### config.mk
export PLATFORM = sky130hd
export DESIGN_NAME = mult_iter
export DESIGN_NICKNAME = d
export VERILOG_FILES = /design/src/rtl/mult_iter.sv
export SDC_FILE = /design/constraint.sdc
export NUM_CORES = 1
export LEC_CHECK = 0
export CORE_UTILIZATION = 30
export DETAILED_ROUTE_END_ITERATION = 6
export GPL_ROUTABILITY_DRIVEN = 0
export PLACE_DENSITY_LB_ADDON = 0.3
export SLEW_MARGIN = 30
export SYNTH_ARGS = -nofsm -noshare
export SYNTH_HDL_FRONTEND = slang
export SYNTH_SLANG_ARGS = --single-unit
### constraint.sdc
create_clock -name clk -period 10.8 [get_ports clk]
set_input_delay 2.16 -clock clk [delete_from_list [all_inputs] [get_ports clk]]
set_output_delay 2.16 -clock clk [all_outputs]
set_load 0.01 [all_outputs]
### src/rtl/mult_iter.sv
// Iterative radix-2 shift-add multiplier, signed or unsigned, with a start/busy/done handshake.
// Signed operands are converted to magnitudes, multiplied, then the sign is reapplied.
module mult_iter #(
  parameter int unsigned WIDTH = 32
) (
  input  logic               clk,
  input  logic               reset,
  input  logic               start,
  input  logic               signed_mode,
  input  logic [WIDTH-1:0]   a,
  input  logic [WIDTH-1:0]   b,
  output logic               busy,
  output logic               done,
  output logic [2*WIDTH-1:0] z
);

  localparam int unsigned CntW = (WIDTH > 1) ? $clog2(WIDTH) : 1;
  localparam logic [CntW-1:0] LastIter = CntW'(WIDTH - 1);

  typedef enum logic [1:0] {StIdle, StRun, StFinish} state_e;

  state_e             state_q, state_d;
  logic [2*WIDTH-1:0] mcand_q, mcand_d;
  logic [2*WIDTH-1:0] acc_q, acc_d;
  logic [2*WIDTH-1:0] z_q, z_d;
  logic [WIDTH-1:0]   mplier_q, mplier_d;
  logic [CntW-1:0]    cnt_q, cnt_d;
  logic               neg_q, neg_d;
  logic               done_q, done_d;
  logic [WIDTH-1:0]   a_mag, b_mag;

  // Magnitude of the most negative value wraps to 2^(WIDTH-1), which is correct unsigned.
  always_comb begin
    a_mag = (signed_mode && a[WIDTH-1]) ? (~a + WIDTH'(1)) : a;
    b_mag = (signed_mode && b[WIDTH-1]) ? (~b + WIDTH'(1)) : b;
  end

  always_comb begin
    state_d  = state_q;
    mcand_d  = mcand_q;
    acc_d    = acc_q;
    z_d      = z_q;
    mplier_d = mplier_q;
    cnt_d    = cnt_q;
    neg_d    = neg_q;
    done_d   = 1'b0;
    case (state_q)
      StIdle: begin
        if (start) begin
          mcand_d  = {{WIDTH{1'b0}}, a_mag};
          mplier_d = b_mag;
          neg_d    = signed_mode & (a[WIDTH-1] ^ b[WIDTH-1]);
          acc_d    = '0;
          cnt_d    = '0;
          state_d  = StRun;
        end
      end
      StRun: begin
        if (mplier_q[0]) begin
          acc_d = acc_q + mcand_q;
        end
        mplier_d = mplier_q >> 1;
        mcand_d  = mcand_q << 1;
        cnt_d    = cnt_q + 1'b1;
        if (cnt_q == LastIter) begin
          state_d = StFinish;
        end
      end
      StFinish: begin
        z_d     = neg_q ? (~acc_q + (2*WIDTH)'(1)) : acc_q;
        done_d  = 1'b1;
        state_d = StIdle;
      end
      default: state_d = StIdle;
    endcase
  end

  always_ff @(posedge clk) begin
    if (!reset) begin
      state_q  <= StIdle;
      mcand_q  <= '0;
      acc_q    <= '0;
      z_q      <= '0;
      mplier_q <= '0;
      cnt_q    <= '0;
      neg_q    <= 1'b0;
      done_q   <= 1'b0;
    end else begin
      state_q  <= state_d;
      mcand_q  <= mcand_d;
      acc_q    <= acc_d;
      z_q      <= z_d;
      mplier_q <= mplier_d;
      cnt_q    <= cnt_d;
      neg_q    <= neg_d;
      done_q   <= done_d;
    end
  end

  assign busy = (state_q != StIdle);
  assign done = done_q;
  assign z    = z_q;

endmodule

==> flow_metrics.tcl, run 1 <==
set metrics [dict create \
    status "finished clean" \
    synth_nets 2036 \
    p_sw_w 0.000555 \
    ys_seq_elements 233 \
    cts_tree "done" \
    yosysWarnings 0 \
    layout_commonest_cell "nand2_1" \
    slew_viol_final 0 \
    clock_sinks 233 \
    pwr-share-seq 0.431 \
    power_density_nw_per_um2 118 \
    path_class "input pin to flop" \
    rsz0062_at_grt "no" \
    cts_root_buf "clkbuf_16" \
    clockBufferDepth 3 \
    vias_per_cell 5.25 \
    r2r_setup_slack_ns 6.17 \
    comb_power_share 0.115 \
    worstRegToRegCells 14 \
    max_cap_viol_count 0 \
    max_stage_delay_ns 0.60 \
    grt_pass1_vias 13100 \
    ant_nets 0 \
    cts_setup_buffers 0 \
    ir_drop_v 0.000124 \
    clkPwrFrac 0.454 \
    fin_skew_ns 0.0149 \
    drtIter0Drc 1007 \
    cp_num_buf_inv 1 \
    synth_area_sq_um 15000 \
    totalWireLength_um 44100 \
    grt_overflow 0 \
    clkSlewWorstSetupHoldPaths_ns 0.06 \
    dp_hpwl_um 32300 \
    tightest_slew_ns 0.932 \
    p_int_w 0.00154 \
    nets 2086 \
    crit_path_start_kind "input pin" \
    hold_slack_ns 0.459 \
    synth-simple-area-share 0.209 \
    cp.required_ns 11.24 \
    muxShareOfSynthArea 0.00341 \
    cp_cell_sequence "clkdlybuf4s50_1 -> nor3_1 -> nand3_1 -> nor4_1 -> nand2_1 -> or3_1 -> o31ai_1 -> xor2_1 -> o21ai_0 -> and2_1" \
    insertion_delay_ns 0.56 \
    grt_pass1_wl_um 70600 \
    synth_compound_area_frac 0.278 \
    numCtsBuffers 30 \
    num_vias 13800 \
    grt_max_degree 126 \
    areaGrowthSynthToFinish_pct 18.3 \
    end_kind "flop" \
    synth-seq-area-share 0.310 \
    period_minus_slack_ns 4.79 \
    die-area_sq_um 51000 \
    drc_errors 0 \
    yosys_most_used_dff "dfxtp_1" \
    synthXorXnorAreaFrac 0.101 \
    final-setup-viol-count 0 \
    fin_crit_sh 0.444 \
    die_h_um 226 \
    cpLargestDelayFamily "simple AND/OR/NAND/NOR gates" \
    worstReg2RegStart "acc_q[0]" \
    relSlewSlack 0.378 \
    whs_path_depth 2 \
    synthArstFlopShare 0 \
    ios 134 \
    synthCells 1899 \
    start_util 0.306 \
    p_leak_nw 7.37 \
    crit_path_max_fanout 5 \
    antenna_found_initial 2 \
    grt_usage 0.171 \
    drive_gt1_frac 0.0437 \
    hold_violations 0 \
    finalSetupTns_ns 0 \
    io_buffers 133 \
    core_sq_um 49200 \
    synth.distinct_cells 69 \
    min_from "mplier_q[3]" \
    cts.repair.resized 0 \
    fin_cells 2634 \
    final_cell_mix "nand2_1, dfxtp_1, o21ai_0" \
    hold-path-endpoint "mplier_q[2]" \
    rr_endpoint "acc_q[62]" \
    arrival_ns 5.24 \
    crit_slowest_cell "nor4_1" \
    wire_per_inst_um 16.7 \
    clock.fmax_ghz 0.209 \
    diodes 0 \
    cts.hold.buffers_added 0 \
    min_path_type "flop to flop" \
    syn_avg_cell_area_sq_um 7.92 \
    placed_cells 2581 \
    drt-pass1-iter-count 5 \
    p_sw_frac 0.265 \
    synth_top_family_by_area "compound AO/OA/AOI/OAI gates" \
    synth-edff-count 0 \
    rows 81 \
    synthAdderAreaFrac 0.0579 \
    htreeDepth 1 \
    fp.dieW_um 226 \
]
==> cell type report <==
type	count	area (sq um)
fillers	5143	31400
multi-input cells	1509	9810
flip-flops and latches	233	4670
repair buffers	146	1430
clock buffers	46	892
well taps	664	831
inverters	29	109
clock inverters	7	45.0
==> registers in the layout, indices dropped and copies added (netlist names) <==
register and cells:
done 1, cnt_q 5, state_q 2, acc_q 64, z 64, mplier_q 32, neg_q 1, mcand_q 64
==> cell usage after synthesis, types with 9 or more instances <==
cell type	instances	area (sq um)
nor3_1	28	140
o21bai_1	12	90.1
ha_1	68	851
nor2b_1	46	288
a21o_1	40	300
nand2_1	238	893
nand3_1	55	275
buf_1	12	45.0
nand2b_1	11	68.8
a21oi_1	117	586
o211a_1	49	490
clkbuf_1	113	424
dfxtp_1	233	4660
or3_1	19	119
nand4_1	26	163
a22oi_1	85	638
o21a_1	12	90.1
a31oi_1	14	87.6
o21ai_0	166	831
or4_1	9	67.6
and2_1	71	444
o41ai_1	15	131
nor4_1	16	100
inv_1	29	109
a21boi_0	51	383
nor2_1	74	278
o31ai_1	28	210
xor2_1	106	928
xnor2_1	68	596
and3_1	13	81.3
==> cell families after synthesis <==
kind of cell               after synthesis
xor gates and xnor gates               174
adders and majority gates               69
and+or+nand+nor                        634
muxes                                    5
DFF                                    233
buffers and inverters                  157
AOI/OAI and AO/OA                      627
==> metal layers <==
metal / vias to the layer above / global-route usage / wire length, um / part of all wire
li1: 6976 / - / - / -
met1: 6427 / 0.238 / 21500 / 0.49
met2: 375 / 0.269 / 18900 / 0.43
met3: 46 / 0.0341 / 3040 / 0.069
met4: 4 / 0.0399 / 645 / 0.015
met5: - / 0 / 32 / 0.00073
==> tightest hold or removal path: cells and delay by family, from the launching register on <==
kind	cells	cell delay, ns
AOI/OAI and AO/OA	1	0.06
DFF	1	0.31
and+or+nand+nor	1	0.05
==> metrics by stage <==
| step | util | instance area, sq um | power (W) | worst slack (ns) |
|---|---|---|---|---|
| floorplan | - | 15000 | 0.00107 | 6.47 |
| global placement | 0.342 | 16800 | 0.00116 | 5.49 |
| detailed placement | 0.343 | 16800 | 0.00116 | 5.44 |
| CTS | 0.362 | 17800 | 0.00212 | 6.02 |
| global route | 0.362 | 17800 | 0.00219 | 5.74 |
| finish | 0.362 | 17800 | 0.00210 | 6.01 |
==> power groups by stage <==
stage                     registers [W]  logic (W)  clock network [W]
after floorplan                0.000912   0.000161                  0
final                          0.000905   0.000240           0.000952
after global placement         0.000922   0.000237                  0
after CTS                      0.000904   0.000241           0.000981
after detailed placement       0.000922   0.000240                  0
after global routing           0.000906   0.000266            0.00101
==> worst max-delay path by stage <==
stage               start           end  depth (start not counted)  slack, ns
global route         b[2]  mplier_q[29]                         11       5.74
CTS                  a[2]   mcand_q[27]                         10       6.02
detailed placement   a[2]   mcand_q[27]                         10       5.44
floorplan            a[3]   mcand_q[27]                          9       6.47
global placement     a[2]   mcand_q[27]                         10       5.49
finish               a[2]   mcand_q[27]                         10       6.01
No activity file was read; power rests on OpenSTA's default activity.
==> inputs of run 2 (changes only) <==
==> constraint.sdc (replaced) <==
create_clock -name clk -period 4.3 [get_ports clk]
set_input_delay 0.86 -clock clk [delete_from_list [all_inputs] [get_ports clk]]
set_output_delay 0.86 -clock clk [all_outputs]
set_load 0.01 [all_outputs]
==> flow_metrics.tcl, run 2 (synthesized netlist as in run 1, its figures left out) <==
set metrics [dict create \
    rows 81 \
    crit_end "acc_q[62]" \
    ir_drop_v 0.000269 \
    dp_hpwl_um 33300 \
    grt_usage 0.172 \
    layout_commonest_cell "nand2_1" \
    rsz0062_at_grt "no" \
    min_path_type "flop to flop" \
    grt_pass1_wl_um 71100 \
    clkSlewWorstSetupHoldPaths_ns 0.06 \
    relSlewSlack 0.387 \
    crit_path_max_fanout 7 \
    critical_path.startpoint "acc_q[0]" \
    max_stage_delay_ns 0.46 \
    arrival_ns 4.32 \
    clockBufferDepth 3 \
    cts_tree "done" \
    placed_area_sq_um 17000 \
    slew_viol_final 0 \
    drc_errors 0 \
    grt_max_degree 98 \
    cts_setup_buffers 0 \
    clock.fmax_ghz 0.262 \
    ios 134 \
    path_class "flop to flop" \
    max_cap_viol_count 0 \
    wire_per_inst_um 16.8 \
    core_sq_um 49200 \
    seq_area_sq_um 4670 \
    crit_slowest_cell "dfxtp_1" \
    status "finished clean" \
    cts_root_buf "clkbuf_16" \
    hold_slack_ns 0.478 \
    vias_per_cell 5.26 \
    fin_area_sq_um 17900 \
    final_cell_mix "nand2_1, dfxtp_1, o21ai_0" \
    drtIter0Drc 999 \
    tightest_slew_ns 0.919 \
    insertion_delay_ns 0.57 \
    path_common_cell "o31ai_1" \
    io_buffers 133 \
    totalWireLength_um 44500 \
    worstRegToRegCells 15 \
    htreeDepth 1 \
    grt_overflow 0 \
    drt-pass1-iter-count 5 \
    crit_path_start_kind "flop" \
    grt_pass1_vias 13200 \
    cts.hold.buffers_added 0 \
    multi_input_area_sq_um 9800 \
    antenna_found_initial 2 \
    num_vias 13900 \
    power_density_nw_per_um2 295 \
    areaGrowthSynthToFinish_pct 19.3 \
    period_minus_slack_ns 3.82 \
    worstReg2RegStart "acc_q[0]" \
    die-area_sq_um 51000 \
    ant_nets 0 \
    finalSetupTns_ns 0 \
    cts.repair.resized 0 \
    start_util 0.306 \
    numCtsBuffers 29 \
    cp_cell_sequence "ha_1 -> inv_1 -> fa_1 -> nor2b_1 -> o31ai_1 -> a31oi_1 -> a41o_1 -> nand4_1 -> o21ai_0 -> buf_4 -> a21oi_1 -> o41a_1 -> o31ai_1 -> mux2_2 -> nand3_1" \
    cp.required_ns 4.79 \
    p_leak_nw 7.44 \
    hold_violations 0 \
    r2r_setup_slack_ns 0.48 \
    fin_skew_ns 0.0244 \
    drive_gt1_frac 0.0509 \
    clock_sinks 233 \
    fp.dieW_um 226 \
    die_h_um 226 \
    fillers 5078 \
    post-route-util 0.365 \
    final-setup-viol-count 0 \
    fin_crit_sh 0.889 \
    nets 2100 \
    end_kind "flop" \
    rr_endpoint "acc_q[62]" \
]
==> run 2: cell count changes in the layout (fill, tap and decap cells not counted), moves of 2 or more <==
| cell | change |
|---|---|
| clkbuf_16 | -2 |
| clkinv_4 | -2 |
| nand2b_2 | +2 |
| buf_12 | +2 |
| nand2b_1 | -2 |
| bufinv_16 | +2 |
| buf_4 | +13 |
==> run 2: stage by stage <==
stage	power, W	setup slack (ns)	std cells
CTS	0.00535	0.517	2647
detailed placement	0.00292	0.524	2595
finish	0.00528	0.478	2649
floorplan	0.00269	0.772	1899
global route	0.00550	0.300	2648
global placement	0.00292	0.573	2595
==> run 2: worst max-delay path: cells and delay by family, from the launching register on <==
kind | cells | cell delay [ns]
AO/OA/AOI/OAI | 7 | 1.70
adder cells (fa/ha/maj) | 2 | 0.59
buffers and inverters | 2 | 0.21
flip-flops | 1 | 0.46
multiplexers | 1 | 0.38
AND/OR/NAND/NOR | 3 | 0.38
==> run 2: routing by layer <==
layer,up-vias,share of wire,wire [um],track usage
met3,63,0.070,3120,0.0332
li1,6995,-,-,-
met1,6533,0.49,22000,0.245
met4,2,0.020,907,0.0470
met5,-,0.00029,13,0
met2,352,0.41,18500,0.261
==> run 2: how the worst min path moves through the flow <==
stage,cells past startpoint,slack (ns),startpoint,to
3_5_place_dp,2,0.47,z[0],z[0]
5_1_grt,2,0.49,mplier_q[3],mplier_q[2]
6_report,2,0.48,z[0],z[0]
3_3_place_gp,2,0.46,mplier_q[3],mplier_q[2]
4_1_cts,2,0.48,z[0],z[0]
2_1_floorplan,2,0.44,mplier_q[3],mplier_q[2]
==> run 2: power by group <==
| group | switching [W] | leakage [nW] | internal, W |
|---|---|---|---|
| combinational | 0.000355 | 5.09 | 0.000249 |
| sequential | 0.0000629 | 1.89 | 0.00221 |
| clock | 0.000948 | 0.458 | 0.00145 |
==> run 2: cell type report <==
type	instances	share of cell area
Clock buffer	43	0.0467
Antenna cell	1	0.000140
Multi-Input combinational cell	1509	0.547
Sequential cell	233	0.260
Clock inverter	9	0.00558
Tap cell	664	0.0463
Inverter	29	0.00607
Timing Repair Buffer	161	0.0883
==> inputs of run 3 (changes only) <==
--- a/config.mk
+++ b/config.mk
@@ -13,3 +13,4 @@
 export SYNTH_ARGS = -nofsm -noshare
 export SYNTH_HDL_FRONTEND = slang
 export SYNTH_SLANG_ARGS = --single-unit
+export TNS_END_PERCENT = 50
==> results of run 3 <==
No change in the layout: final DEF, timing and power equal those of run 2.
